File: config.mk
export PLATFORM = sky130hd
export DESIGN_NAME = ped_crossing_panel
export DESIGN_NICKNAME = d
export VERILOG_FILES = /design/src/rtl/ped_crossing_panel.sv
export SDC_FILE = /design/constraint.sdc
export NUM_CORES = 1
export LEC_CHECK = 0
export CAP_MARGIN = 30
export CELL_PAD_IN_SITES_DETAIL_PLACEMENT = 2
export CELL_PAD_IN_SITES_GLOBAL_PLACEMENT = 2
export CORE_MARGIN = 3
export CORE_UTILIZATION = 30
export DETAILED_ROUTE_END_ITERATION = 8
export PLACE_DENSITY_LB_ADDON = 0.05
export RECOVER_POWER = 100
export REMOVE_ABC_BUFFERS = 1
export SETUP_SLACK_MARGIN = 0.4
export SLEW_MARGIN = 30
export SYNTH_ARGS = -nofsm -noshare
export SYNTH_HDL_FRONTEND = slang
export SYNTH_SLANG_ARGS = --single-unit
export TNS_END_PERCENT = 1
File: constraint.sdc
create_clock -name clk -period 2.51 [get_ports clk]
set_input_delay 0.6275 -clock clk [delete_from_list [all_inputs] [get_ports clk]]
set_output_delay 0.6275 -clock clk [all_outputs]
set_load 0.005 [all_outputs]
File: src/rtl/ped_crossing_panel.sv
// ped_crossing_panel
// Pedestrian-side companion to the traffic light controller. It debounces the
// raw crossing button, requests a shortened green from the controller, and
// drives the WALK / DON'T WALK lamps plus a two-digit BCD countdown taken from
// the controller's clock. Pedestrians cross while the vehicle light is red.
//
// Ports
//   clk           in   system clock
//   rst_n         in   asynchronous active-low reset
//   button        in   raw bouncy push button, active-high, asynchronous
//   red/yellow/green in vehicle lights from the controller (clk domain)
//   clock[7:0]    in   controller countdown, unsigned
//   pass_request  out  ask controller to shorten green
//   walk          out  WALK lamp
//   dont_walk     out  DON'T WALK lamp (flashes during clearance)
//   req_pending   out  "request registered" indicator
//   fault         out  more than one vehicle light high this cycle
//   cnt_tens/ones out  BCD countdown digits
//   cnt_blank     out  display blank
//
// State  | meaning
// IDLE   | no request, DON'T WALK solid
// WAIT   | request registered, waiting for red to start
// WALK   | pedestrians may cross
// CLEAR  | crossing closing, DON'T WALK flashing
module ped_crossing_panel #(
  parameter int DEBOUNCE_CYCLES = 4,
  parameter int MIN_WALK        = 5,
  parameter int CLEAR_TIME      = 3,
  parameter int FLASH_HALF      = 2
) (
  input  logic       clk,
  input  logic       rst_n,
  input  logic       button,
  input  logic       red,
  input  logic       yellow,
  input  logic       green,
  input  logic [7:0] clock,
  output logic       pass_request,
  output logic       walk,
  output logic       dont_walk,
  output logic       req_pending,
  output logic       fault,
  output logic [3:0] cnt_tens,
  output logic [3:0] cnt_ones,
  output logic       cnt_blank
);

  localparam int DW = $clog2(DEBOUNCE_CYCLES + 1);
  localparam int FW = $clog2(FLASH_HALF + 1);

  typedef enum logic [1:0] {S_IDLE, S_WAIT, S_WALK, S_CLEAR} state_t;

  state_t        state, state_nx;
  logic          sync1, sync2;
  logic          btn_state;
  logic [DW-1:0] deb_cnt;
  logic          press;
  logic          red_prev;
  logic          pend, pend_nx;
  logic [FW-1:0] flash_cnt, flash_cnt_nx;
  logic          flash_lvl, flash_lvl_nx;

  logic          fault_c;
  logic          red_rise;
  logic          show;
  logic [6:0]    clamp;
  logic [3:0]    tens_c, ones_c;

  // Button synchronizer and debounce. press is a registered one-cycle pulse
  // on an accepted 0->1 change, so the FSM sees it one edge after acceptance.
  always_ff @(posedge clk or negedge rst_n) begin
    if (!rst_n) begin
      sync1     <= 1'b0;
      sync2     <= 1'b0;
      btn_state <= 1'b0;
      deb_cnt   <= '0;
      press     <= 1'b0;
    end else begin
      sync1 <= button;
      sync2 <= sync1;
      press <= 1'b0;
      if (sync2 == btn_state) begin
        deb_cnt <= '0;
      end else if (deb_cnt == DW'(DEBOUNCE_CYCLES - 1)) begin
        btn_state <= sync2;
        deb_cnt   <= '0;
        press     <= sync2;
      end else begin
        deb_cnt <= deb_cnt + DW'(1);
      end
    end
  end

  // All-dark is legal; only two or more simultaneous lights is a fault.
  assign fault_c  = (red & yellow) | (red & green) | (yellow & green);
  assign red_rise = red & ~red_prev;

  always_comb begin
    state_nx     = state;
    pend_nx      = pend;
    flash_cnt_nx = flash_cnt;
    flash_lvl_nx = flash_lvl;
    if (fault_c) begin
      state_nx = S_IDLE;
      pend_nx  = 1'b0;
    end else begin
      case (state)
        S_IDLE: begin
          if (press) begin
            if (red && (clock > 8'(MIN_WALK))) state_nx = S_WALK;
            else                               state_nx = S_WAIT;
          end
        end
        S_WAIT: begin
          if (red_rise) state_nx = S_WALK;
        end
        S_WALK: begin
          if (!red)                            state_nx = S_IDLE;
          else if (clock <= 8'(CLEAR_TIME))    state_nx = S_CLEAR;
        end
        S_CLEAR: begin
          // A press in the same cycle red falls still counts.
          if (!red) begin
            state_nx = (pend || press) ? S_WAIT : S_IDLE;
            pend_nx  = 1'b0;
          end else if (press) begin
            pend_nx = 1'b1;
          end
        end
        default: state_nx = S_IDLE;
      endcase
    end

    // Flash phase restarts lit on every entry into CLEAR.
    if (state_nx == S_CLEAR) begin
      if (state != S_CLEAR) begin
        flash_cnt_nx = '0;
        flash_lvl_nx = 1'b1;
      end else if (flash_cnt == FW'(FLASH_HALF - 1)) begin
        flash_cnt_nx = '0;
        flash_lvl_nx = ~flash_lvl;
      end else begin
        flash_cnt_nx = flash_cnt + FW'(1);
      end
    end
  end

  assign show  = (state_nx == S_WALK) || (state_nx == S_CLEAR);
  assign clamp = (clock > 8'd99) ? 7'd99 : clock[6:0];

  always_comb begin
    tens_c = 4'(clamp / 7'd10);
    ones_c = 4'(clamp % 7'd10);
  end

  always_ff @(posedge clk or negedge rst_n) begin
    if (!rst_n) begin
      state        <= S_IDLE;
      red_prev     <= 1'b0;
      pend         <= 1'b0;
      flash_cnt    <= '0;
      flash_lvl    <= 1'b0;
      pass_request <= 1'b0;
      walk         <= 1'b0;
      dont_walk    <= 1'b1;
      req_pending  <= 1'b0;
      fault        <= 1'b0;
      cnt_tens     <= 4'd0;
      cnt_ones     <= 4'd0;
      cnt_blank    <= 1'b1;
    end else begin
      state        <= state_nx;
      red_prev     <= red;
      pend         <= pend_nx;
      flash_cnt    <= flash_cnt_nx;
      flash_lvl    <= flash_lvl_nx;
      // Never request during red/yellow: the controller would read it as
      // "end red now".
      pass_request <= (state_nx == S_WAIT) && green;
      req_pending  <= (state_nx == S_WAIT);
      walk         <= (state_nx == S_WALK);
      fault        <= fault_c;
      if (state_nx == S_WALK)       dont_walk <= 1'b0;
      else if (state_nx == S_CLEAR) dont_walk <= flash_lvl_nx;
      else                          dont_walk <= 1'b1;
      cnt_blank <= ~show;
      cnt_tens  <= show ? tens_c : 4'd0;
      cnt_ones  <= show ? ones_c : 4'd0;
    end
  end

endmodule

==> Yosys cells after proc, flatten, opt, wreduce, memory -nomap -nowiden <==
Cells that the tools add are included.
{ "classes": {"magnitude_cmp": 3, "div": 2, "bitwise": 10, "addsub": 2, "n_eq_ne": 11, "reduce_logical": 8, "muxes": 27} }
{ "ops": {"columns": ["op", "count"], "rows": [
  ["2-bit 2-to-1 mux", 9],
  ["1-bit 2-to-1 mux", 12],
  ["2-bit equality test (second input constant)", 4],
  ["8-bit by 3-bit greater-than comparator with 1-bit output (second input constant)", 1],
  ["8-bit by 7-bit greater-than comparator with 1-bit output (second input constant)", 1],
  ["8-bit by 2-bit <= comparator with 1-bit output (second input constant)", 1],
  ["4-bit 2-to-1 mux", 2],
  ["2-bit case mux with 4 select lines", 1],
  ["7-bit by 4-bit divider with 7-bit output (second input constant)", 1],
  ["7-bit by 4-bit modulo with 7-bit output (second input constant)", 1],
  ["7-bit 2-to-1 mux", 1],
  ["2-bit by 1-bit equality test with 1-bit output (second input constant)", 3],
  ["3-bit 2-to-1 mux", 2],
  ["1-bit AND", 4],
  ["1-bit NOT", 4],
  ["2-bit AND reduction", 2],
  ["3-bit by 1-bit adder with 3-bit output (second input constant)", 1],
  ["3-bit by 2-bit equality test with 1-bit output (second input constant)", 1],
  ["3-bit by 1-bit != test with 1-bit output (second input constant)", 1],
  ["2-bit by 1-bit adder with 2-bit output (second input constant)", 1],
  ["1-bit logical AND", 2],
  ["2-bit logical NOT", 1],
  ["1-bit logical OR", 2],
  ["2-bit != test (second input constant)", 1],
  ["3 further kinds", 4]
]} }
{ "totals": {"in_bits": 14, "word_cells": 81, "register_bits": 28, "output_inout_bits": 14} }

==> Logic depth before layout (Yosys ltp) <==
Gate-level depths: netlist (run 1).
{ "logic_depth": {"depth_word": 10, "ltp_mapped": 21, "ltp_nobuf": 20} }

==> Worst setup path after synthesis (run 1) <==
OpenSTA, ideal clock, no wires.
{ "synth_timing": {"kind": "in2reg", "from": "input clock[6]", "to": "register cnt_ones[1]", "arrival_time_ps": 4087, "path_stages": 21, "required_ps": 2432, "setup_time_ps": 78, "n_path_buf": 1, "slack_ps": -1655, "path_cell_list": "buf_4 a21oi_2 and2_1 ha_1 o21a_1 o21a_1 nor2_1 ha_1 or3_1 o32ai_2 o311a_2 o21ai_4 a21oi_1 nor2_1 nor2_1 ha_1 nand2_1 nor3_1 and4b_1 or3_1 a21oi_1"} }
{ "synth_via": {"elab_chain_len": 9, "elab_cells_between_ends": 16, "classes_between": "div: 1; order compare: 3; eq/ne: 2; mux: 8; reduce/logical: 2"} }
{ "synth_lines": {"columns": ["element", "line", "text"], "rows": [
  ["start: declaration", "38", "input logic [7:0] clock,"],
  ["parallel branches: the longest is 8 deep, another holds 8-bit by 7-bit greater-than comparator with 1-bit output", null, null],
  ["4-bit 2-to-1 mux (*)", "189", "cnt_ones <= show ? ones_c : 4'd0;"],
  ["end signal: assignment", "189", null],
  ["end: declaration", "45", "output logic [3:0] cnt_ones,"]
]} }
Mark *: on every way between the ends.
A chain may end at the register's enable or synchronous reset.

==> Worst setup path in the final report (run 1) <==
{ "layout_timing": {"from": "input clock[5]", "to": "register cnt_ones[1]"} }
Same word-level chain as after synthesis.

==> results.md, run 1 <==
* Setup ws final at -1500 ps
* Clock-pin slew on the worst setup and hold paths at 90 ps
* Die ar. at 6150 um^2
* Hold Path Class: flop to flop
* Slew headroom at 2.60%
* Final HPWL DP at 4.07 mm
* Top cell type's share of synthesized area at 41.3%
* Kind of critical path: input pin to flop
* Die X-Extent at 78.4 um
* TritonCTS clock tree: done
* Worst-margin pin slew at 1460 ps
* Post-synth ARST share at 100%
* Die H at 78.4 um
* Lkg Pwr at 1.17 nW
* Yosys cell types at 51
* 1st-pass router iterations at 4
* F_max at 249 MHz
* Synthesis-stage register bit count at 28
* Tcrit/Tclk final at 160%
* Cts hold-fix bufs at 0
* Worst-path maximum fanout at 4
* IO buf count at 27
* Row Count at 25
* Post-synth top area cell: dfrtp_1
* Post-Syn Area per Cell at 9.72 um^2
* Share of cells above drive strength 1 at 43.3%
* Non-Filler Instances at 312
* Area contributors post-synth: dfrtp_1, nor2_1, nand2_1
* Starting Density at 32.3%
* Max-cap violations at 0
* Reg2reg start: state[0]
* DRC Markers at 0
* Drt total wl at 6.52 mm
* Power Density at 483 nW/um^2
* Clock latency on the worst-skew pair at 260 ps
* Reg-to-reg endpoint: flash_lvl
* Layout area overhead at 63.8%
* CTS buffer count at 3
* Worst R2R Setup Slack at 340 ps
* Final-report setup violation count at 8
* # placed instances at 295
* Vias/cell at 5.34
* Clk sink count at 28
* Root Buffer Master: clkbuf_8
* CP endpoint kind: flop
* VDD IR max at 202 uV
* First-pass GRT wire length at 9.84 mm
* Clk_skew at 2.33 ps
* GPL Wtd Cong at 0.820
* Min Tclk post-route at 4010 ps
* Initial antenna violation count at 0
* Yosys Warn Count at 0
* Mapped Area at 1570 um^2
* Final Hold Fails at 0
* Slew Limit Fails at 0
* Syn Inst Count at 162
* DR iter-0 viols at 24
* EDFF count, synth at 0
* Htree depth at 1
* Run status: finished with violations
* Final nets at 264
* Startpoint Class: input pin
* Failing checks: setup timing
* Hold Path Stages at 0
* Fillers at 510
* Post-synth top cells: dfrtp_1, nor2_1, nand2_1
* HP Start: sync1
* N_diodes at 0
* Worst Hold Endpoint: sync2
* Seq/Total Area, Yosys at 44.7%
* Pin count of the biggest net entering global routing at 29
* Via count at 1667
* Vias in the first global route at 1863
* Total grt overflow at 0
* WP data arrival at 4210 ps
* I/O pins at 28
* R2R depth at 6
* Core Region at 4880 um^2
* Max clock buf depth at 2
* Final Power at 1.24 mW
* Routed len/inst at 20.9 um
* Most frequent cell after synthesis: dfrtp_1
* Unrepaired setup endpoints after global routing: true
* Tot GR Track Use at 20.2%
* Dominant synthesized flop cell: dfrtp_1
* ANT nets after route at 0
* Req. time, crit path at 2710 ps
cells in the final DEF, fill, tap and decap left out, types with 3 or more instances in the layout:
| cell type | instances |
|---|---|
| a21oi_1 | 4 |
| a21oi_2 | 4 |
| o21ai_0 | 6 |
| nor2b_1 | 5 |
| buf_6 | 6 |
| buf_4 | 49 |
| nor2_1 | 14 |
| clkdlybuf4s50_1 | 5 |
| and2_1 | 4 |
| nand2_1 | 11 |
| clkbuf_8 | 4 |
| o21a_1 | 7 |
| nor2_2 | 5 |
| nor3_1 | 4 |
| dlygate4sd3_1 | 16 |
| dfrtp_1 | 26 |
| nand2_2 | 4 |
| nand4b_1 | 3 |
routing by layer:
layer | share of wire, % | track usage, % | vias up
met5 | 0 | 0 | -
met4 | 2.1 | 6.12 | 0
met3 | 1.9 | 1.26 | 10
met2 | 53 | 38.4 | 34
met1 | 43 | 24.0 | 865
li1 | - | - | 758
kinds of logic (layout without fill, tap and decap cells):
family	Yosys count	after routing	synth area share [%]
adder cells (fa/ha/maj)	5	5	3.82
XOR/XNOR	2	2	1.11
AND/OR/NAND/NOR	71	71	24.0
buffers and inverters	7	90	2.46
flip-flops	28	28	44.7
AO/OA/AOI/OAI	47	47	22.5
multiplexers	2	2	1.43
sequential cells by signal (all words and copies together) (netlist names):
name          flops
btn_state         1
cnt_blank         1
cnt_ones          4
cnt_tens          4
deb_cnt           3
dont_walk         1
fault             1
flash_cnt         2
flash_lvl         1
pass_request      1
pend              1
press             1
red_prev          1
req_pending       1
state             2
sync1             1
sync2             1
walk              1
cell type report:
type / count / area, um^2 / share of cell area [%]
multi-input combinational: 127 / 1010 / 39.2
timing repair buffer: 83 / 716 / 27.8
sequential: 28 / 703 / 27.3
tap: 67 / 83.8 / 3.25
clock buffer: 4 / 55.1 / 2.13
inverter: 3 / 11.3 / 0.437
critical path, cell delays in order:
cell	delay, ps
buf_6	100
buf_4	130
nor2_2	140
ha_4	160
o21a_1	150
o21a_1	140
nor2_2	50
ha_2	200
or3_4	340
o32ai_4	190
o311a_4	250
o21ai_4	70
a21oi_2	210
nor2_2	100
nor2_4	150
ha_4	200
buf_6	110
nand4_1	120
and4b_1	240
or3_4	370
a21oi_2	140
worst max-delay path by stage:
stage | startpoint | cells after the start | slack, ps | endpoint
2_1_floorplan | clock[6] | 20 | -1490 | cnt_ones[1]
3_3_place_gp | clock[6] | 22 | -1890 | cnt_ones[1]
3_5_place_dp | clock[6] | 22 | -2240 | cnt_ones[1]
4_1_cts | clock[5] | 21 | -1420 | cnt_ones[1]
5_1_grt | clock[6] | 22 | -1670 | cnt_ones[2]
6_report | clock[5] | 21 | -1500 | cnt_ones[1]
per-stage QoR:
stage	utilization, %	TNS (ps)	hold slack, ps	cell area, um^2	setup WS [ps]
after CTS	50.1	-5710	360	2440	-1420
after floorplan	-	-5230	331	1550	-1490
after global routing	52.8	-7370	366	2580	-1670
after global placement	45.8	-12730	345	2240	-1890
final	52.8	-6390	356	2580	-1500
after detailed placement	45.8	-16000	339	2240	-2240
power by group:
part / switching, mW / internal, mW / total (mW) / leakage (nW)
Combinational: 0.230 / 0.237 / 0.466 / 0.771
Clock: 0.126 / 0.140 / 0.266 / 0.0288
Sequential: 0.0230 / 0.489 / 0.512 / 0.370
repair_timing:
action | in CTS | in global routing
buffers inserted | 5 | 8
endpoints found under the setup margin | 18 | 18
cloned | 0 | 0
gates resized for setup | 45 | 19
pin swaps | 21 | 20
Power figures use the tool's default switching activity.
==> inputs of run 2 (changes only) <==
--- a/config.mk
+++ b/config.mk
@@ -10,3 +10,3 @@
 export CELL_PAD_IN_SITES_GLOBAL_PLACEMENT = 2
-export CORE_MARGIN = 3
+export CORE_MARGIN = 10
 export CORE_UTILIZATION = 30
--- a/constraint.sdc
+++ b/constraint.sdc
@@ -3,2 +3,2 @@
 set_output_delay 0.6275 -clock clk [all_outputs]
-set_load 0.005 [all_outputs]
+set_load 0.05 [all_outputs]
==> results.md, run 2 (synthesis results as in run 1) <==
* ANT nets after route at 0 (unchanged)
* Setup ws final at -1350 ps (was -1500 ps)
* Tot GR Track Use at 14.9% (was 20.2%)
* Core Region at 5110 um^2 (was 4880 um^2)
* Kind of critical path: input pin to flop (unchanged)
* R2R depth at 8 (was 6)
* Hold WS at 356 ps (about the same)
* VDD IR max at 211 uV (was 202 uV)
* Post-Route Setup TNS at -6420 ps (was -6390 ps)
* GPL Wtd Cong at 0.835 (was 0.820)
* I/O pins at 28 (unchanged)
* Layout area overhead at 66.7% (was 63.8%)
* Startpoint Class: input pin (unchanged)
* Worst-margin pin slew at 1510 ps (was 1460 ps)
* Commonest non-fill, non-tap cell in the layout: buf_4 (unchanged)
* Final nets at 271 (was 264)
* Worst R2R Setup Slack at 260 ps (was 340 ps)
* Reg2reg start: state[1] (was state[0])
* Die ar. at 8540 um^2 (was 6150 um^2)
* Htree depth at 1 (unchanged)
* Hold Path Class: flop to flop (unchanged)
* Unrepaired setup endpoints after global routing: true (unchanged)
* WP data arrival at 4070 ps (was 4210 ps)
* IO buf count at 27 (unchanged)
* Via count at 1647 (was 1667)
* Starting Density at 30.8% (was 32.3%)
* Sequential standard cell area at 703 um^2 (unchanged)
* Clk sink count at 28 (unchanged)
* Max clock buf depth at 2 (unchanged)
* DRC Markers at 0 (unchanged)
* Run status: finished with violations (unchanged)
* Failing checks: capacitance limit, slew limit, setup timing (was setup timing)
* Worst Hold Endpoint: sync2 (unchanged)
* Biggest registers after layout: cnt_ones x4, cnt_tens x4, deb_cnt x3 (unchanged)
* CTS buffer count at 3 (unchanged)
* Cts hold-fix bufs at 0 (unchanged)
* Reg-to-reg endpoint: flash_lvl (unchanged)
* Die X-Extent at 92.4 um (was 78.4 um)
* Worst-path maximum fanout at 4 (unchanged)
* Clk_skew at 3.76 ps (was 2.33 ps)
* Multi-input gate area at 1010 um^2 (about the same)
* First-pass GRT wire length at 10.3 mm (was 9.84 mm)
* Share of cells above drive strength 1 at 44.0% (was 43.3%)
* CP endpoint kind: flop (unchanged)
* Initial antenna violation count at 0 (unchanged)
* Dpl ws at -2220 ps (was -2240 ps)
* F_max at 259 MHz (was 249 MHz)
* Final-report setup violation count at 10 (was 8)
* Clock-pin slew on the worst setup and hold paths at 90 ps (about the same)
* HP Start: sync1 (unchanged)
* Most frequent cells in the layout: buf_4, dfrtp_1, nor2_1 (was buf_4, dfrtp_1, dlygate4sd3_1)
* Final Hold Fails at 0 (unchanged)
* Row Count at 26 (was 25)
* Max-cap violations at 1 (was 0)
* Lkg Pwr at 1.20 nW (was 1.17 nW)
* Vias/cell at 5.11 (was 5.34)
* Final HPWL DP at 4.18 mm (was 4.07 mm)
* 1st-pass router iterations at 4 (unchanged)
* Slew headroom at -0.795% (was 2.60%)
* Worst setup path startpoint: clock[6] (was clock[5])
* Vias in the first global route at 1975 (was 1863)
* Req. time, crit path at 2720 ps (was 2710 ps)
* Routed len/inst at 20.5 um (was 20.9 um)
* Fillers at 531 (was 510)
* Total grt overflow at 0 (unchanged)
* TritonCTS clock tree: done (unchanged)
* Pin count of the biggest net entering global routing at 29 (unchanged)
* Slew Limit Fails at 29 (was 0)
* Power Density at 510 nW/um^2 (was 483 nW/um^2)
* Drt total wl at 6.60 mm (was 6.52 mm)
* Hold Path Stages at 0 (unchanged)
* Clock latency on the worst-skew pair at 270 ps (was 260 ps)
* Tcrit/Tclk final at 154% (was 160%)
* N_diodes at 0 (unchanged)
* Min Tclk post-route at 3860 ps (was 4010 ps)
* Die H at 92.4 um (was 78.4 um)
* DR iter-0 viols at 26 (was 24)
* Root Buffer Master: clkbuf_8 (unchanged)
run 2: changes by cell type in the layout (fill, tap and decap cells not counted), sizes merged:
cell and change:
bufinv +1, dlygate4sd2 -2, dlygate4sd3 -5, clkdlybuf4s15 -1, buf +7, clkdlybuf4s50 +1, clkbuf +6
run 2: how the worst max path moves through the flow:
stage	slack, ps	to	depth (start not counted)
finish	-1350	cnt_ones[1]	21
global route	-1500	cnt_ones[1]	21
CTS	-1460	cnt_ones[1]	21
detailed placement	-2220	cnt_ones[1]	21
global placement	-1900	cnt_ones[1]	21
floorplan	-1490	cnt_ones[1]	20
run 2: per-stage QoR:
stage	utilization (%)	std cells	power [mW]	cell area (um^2)
floorplan	-	158	0.712	1550
global placement	44.0	299	0.886	2250
detailed placement	44.0	299	0.912	2250
CTS	49.1	317	1.31	2510
global route	51.4	322	1.42	2620
finish	51.4	322	1.34	2620
run 2: layer usage:
layer	share of wire (%)	global-route usage (%)
met5	0	0
met4	1.8	5.53
met3	2.7	1.94
met2	57	29.0
met1	39	15.7
run 2: repair_timing:
action / in CTS / in global routing
buffers inserted: 14 / 5
pin swaps: 20 / 22
setup endpoints to repair: 20 / 24
gates resized for setup: 35 / 35
run 2: layout make-up:
type                            count  share of cell area, %
Clock inverter                      1                   1.14
Multi-Input combinational cell    127                   38.7
Inverter                            3                  0.429
Tap cell                           70                   3.34
Clock buffer                        3                   1.57
Sequential cell                    28                   26.8
Timing Repair Buffer               90                   28.0
run 2: power by group:
group | switching (mW) | internal [mW]
Sequential | 0.0243 | 0.489
Clock | 0.133 | 0.213
Combinational | 0.249 | 0.228
Total | 0.407 | 0.931
run 2: worst max-delay path, stage by stage:
cell and delay, ps:
buf_6 100, a21oi_4 150, and2_4 170, ha_4 140, o21a_1 140, o21a_1 140, nor2_2 50, ha_2 190
or3_4 340, o32ai_4 170, o311a_4 250, o21ai_4 70, a21oi_4 160, nor2_2 60, nor2_2 170, ha_4 200
buf_6 100, nand4_1 110, and4b_1 220, or3_4 370, a21oi_2 130
==> inputs of run 3 (changes only) <==
ABC_AREA = 1   (was not set)
==> results.md, run 3 <==
* Run status: finished with violations (unchanged)
* Failing checks: capacitance limit, setup timing (was capacitance limit, slew limit, setup timing)
* Die X-Extent at 93.0 um (was 92.4 um)
* Max clock buf depth at 2 (unchanged)
* CTS buffer count at 3 (unchanged)
* DRC Markers at 0 (unchanged)
* Slowest-stage cell, CP: a211oi_4 (was or3_4)
* Commonest non-fill, non-tap cell in the layout: buf_4 (unchanged)
* Area contributors post-synth: dfrtp_1, nand2_1, inv_1 (was dfrtp_1, nor2_1, nand2_1)
* Lkg Pwr at 1.35 nW (was 1.20 nW)
* Req. time, crit path at 2690 ps (was 2720 ps)
* First-pass GRT wire length at 10.7 mm (was 10.3 mm)
* IO buf count at 27 (unchanged)
* Clock network fraction of total power at 23.3% (was 25.9%)
* Most frequent cell after synthesis: nand2_1 (was dfrtp_1)
* Mapped Area at 1600 um^2 (was 1570 um^2)
* Vias in the first global route at 1943 (was 1975)
* Final nets at 299 (was 271)
* Flop pwr share at 34.2% (was 38.4%)
* Area post-placement at 2310 um^2 (was 2250 um^2)
* I/O pins at 28 (unchanged)
* DR iter-0 viols at 54 (was 26)
* Hold WS at 357 ps (was 356 ps)
* Seq/Total Area, Yosys at 44.0% (was 44.7%)
* Root Buffer Master: clkbuf_8 (unchanged)
* Drt total wl at 7.56 mm (was 6.60 mm)
* VDD IR max at 234 uV (was 211 uV)
* Fin util at 52.6% (was 51.4%)
* Starting Density at 31.1% (was 30.8%)
* Tcrit/Tclk final at 124% (was 154%)
* Unrepaired setup endpoints after global routing: true (unchanged)
* Post-Route Setup TNS at -2400 ps (was -6420 ps)
* Slew Limit Fails at 0 (was 29)
* Kind of critical path: input pin to flop (unchanged)
* Combinational Power Share at 42.5% (was 35.7%)
* Synth Area in Simple Gates at 34.2% (was 24.0%)
* Row Count at 26 (unchanged)
* NetSw at 0.573 mW (was 0.407 mW)
* Slew headroom at 0.0625% (was -0.795%)
* Syn Inst Count at 189 (was 162)
* Post-Syn Area per Cell at 8.45 um^2 (was 9.72 um^2)
* Most frequent cells in the layout: buf_4, nand2_1, dfrtp_1 (was buf_4, dfrtp_1, nor2_1)
* Vias/cell at 4.72 (was 5.11)
* Post-Synth Adder-Cell Area at 3.13% (was 3.82%)
* Tot GR Track Use at 15.6% (was 14.9%)
* Synthesis-stage register bit count at 28 (unchanged)
* Net Sw Frac at 36.6% (was 30.4%)
* Die H at 93.0 um (was 92.4 um)
* Final Hold Fails at 0 (unchanged)
* Via count at 1653 (was 1647)
* Internal power at 0.991 mW (was 0.931 mW)
* Core Region at 5140 um^2 (was 5110 um^2)
* Yosys cell types at 30 (was 51)
* Post-synth top area cell: dfrtp_1 (unchanged)
* Setup ws final at -613 ps (was -1350 ps)
* Worst-path maximum fanout at 5 (was 4)
* Post-synth top cells: nand2_1, inv_1, dfrtp_1 (was dfrtp_1, nor2_1, nand2_1)
* Top cell type's share of synthesized area at 40.8% (was 41.3%)
* EDFF count, synth at 0 (unchanged)
* Yosys Warn Count at 0 (unchanged)
* Final HPWL DP at 4.32 mm (was 4.18 mm)
* Dominant synthesized flop cell: dfrtp_1 (unchanged)
* Clock latency on the worst-skew pair at 280 ps (was 270 ps)
* Layout area overhead at 69.3% (was 66.7%)
* Pin count of the biggest net entering global routing at 29 (unchanged)
* Delay of the slowest cell on the worst path at 250 ps (was 370 ps)
* Xor/xnor share of the synthesized area at 0.549% (was 1.11%)
* ANT nets after route at 0 (unchanged)
* Compound-cell area share of the yosys netlist at 9.64% (was 22.5%)
* Biggest registers after layout: cnt_ones x4, cnt_tens x4, deb_cnt x3 (unchanged)
* F_max at 320 MHz (was 259 MHz)
* Initial antenna violation count at 0 (unchanged)
* Htree depth at 1 (unchanged)
* Power Density at 579 nW/um^2 (was 510 nW/um^2)
* N_diodes at 0 (unchanged)
* CP endpoint kind: flop (unchanged)
* Final Power at 1.56 mW (was 1.34 mW)
* Worst-margin pin slew at 1500 ps (was 1510 ps)
* Clk_skew at 3.65 ps (was 3.76 ps)
* Clock-pin slew on the worst setup and hold paths at 100 ps (was 90 ps)
* Fin area at 2700 um^2 (was 2620 um^2)
* Post-synth ARST share at 100% (unchanged)
* Die ar. at 8640 um^2 (was 8540 um^2)
* Bufs and invs on worst path at 7 (was 2)
* Cts hold-fix bufs at 0 (unchanged)
* Share of cells above drive strength 1 at 49.3% (was 44.0%)
* Clk sink count at 28 (unchanged)
* Mux contribution to synthesized area at 0% (was 1.43%)
* Startpoint Class: input pin (unchanged)
* Min Tclk post-route at 3120 ps (was 3860 ps)
* Routed len/inst at 21.6 um (was 20.5 um)
* Hold Path Class: flop to flop (unchanged)
* 1st-pass router iterations at 4 (unchanged)
* Fillers at 555 (was 531)
* TritonCTS clock tree: done (unchanged)
* Final-report setup violation count at 5 (was 10)
* WP data arrival at 3300 ps (was 4070 ps)
* Combinational family with the most area after synthesis: simple AND/OR/NAND/NOR gates (unchanged)
* CP top delay family: simple AND/OR/NAND/NOR gates (unchanged)
* Total grt overflow at 0 (unchanged)
* GPL Wtd Cong at 0.779 (was 0.835)
* Max-cap violations at 1 (unchanged)
[run 3: cell type report]
type / instances / area (um^2) / share of cell area [%]
sequential: 28 / 703 / 26.0
multi-input combinational: 125 / 976 / 36.1
clock inverter: 1 / 30.0 / 1.11
timing repair buffer: 87 / 719 / 26.6
inverter: 36 / 145 / 5.37
clock buffer: 3 / 41.3 / 1.53
tap: 70 / 87.6 / 3.24
[run 3: worst register-to-register path, cell delays in order, from the launching register on]
cell and delay (ps):
dfrtp_1 460, nand2_1 150, a31o_2 250, o221ai_1 90, nand3_1 180, nor2_1 250
clkbuf_1 210, nand2_1 150, nand3_1 140, nor2_1 60, nor2_1 110
[run 3: timing repair]
item                                    in CTS  in global routing
pin swaps                                   24                 27
gates resized for setup                     74                 25
endpoints found under the setup margin      20                 13
buffers inserted                             8                  4
[run 3: logic make-up (layout without fill, tap and decap cells)]
kind of cell	Yosys count	in the layout
fa+ha+maj	4	4
buf+inv	36	127
flops	28	28
simple gates	100	100
xor+xnor	1	1
compound gates	20	20
[run 3: routing by layer]
layer  part of all wire, %  global-route usage, %
met2                    57                   31.2
met1                    38                   17.0
met4                   2.5                   3.86
met3                   2.4                   1.05
met5                     0                      0
[run 3: metrics by stage]
step | instances | setup slack [ps]
floorplan | 189 | -614
global placement | 334 | -1110
detailed placement | 334 | -1420
CTS | 346 | -467
global route | 350 | -810
finish | 350 | -613
[run 3: worst paths after layout]
path	start	endpoint	slack, ps	depth (start not counted)
setup / recovery	clock[6]	cnt_ones[1]	-610	27
hold / removal	sync1	sync2	360	0
setup reg to reg	state[1]	dont_walk	420	10
hold reg to reg	sync1	sync2	360	0
max in group asynchronous	rst_n	cnt_tens[0]	370	2
min in group asynchronous	rst_n	flash_cnt[1]	1270	2
[run 3: power groups by stage]
stage	sequential [mW]	combinational, mW	clock (mW)
2_1_floorplan	0.581	0.231	0
3_3_place_gp	0.537	0.464	0
3_5_place_dp	0.543	0.502	0
4_1_cts	0.536	0.590	0.374
5_1_grt	0.543	0.721	0.393
6_report	0.536	0.665	0.364
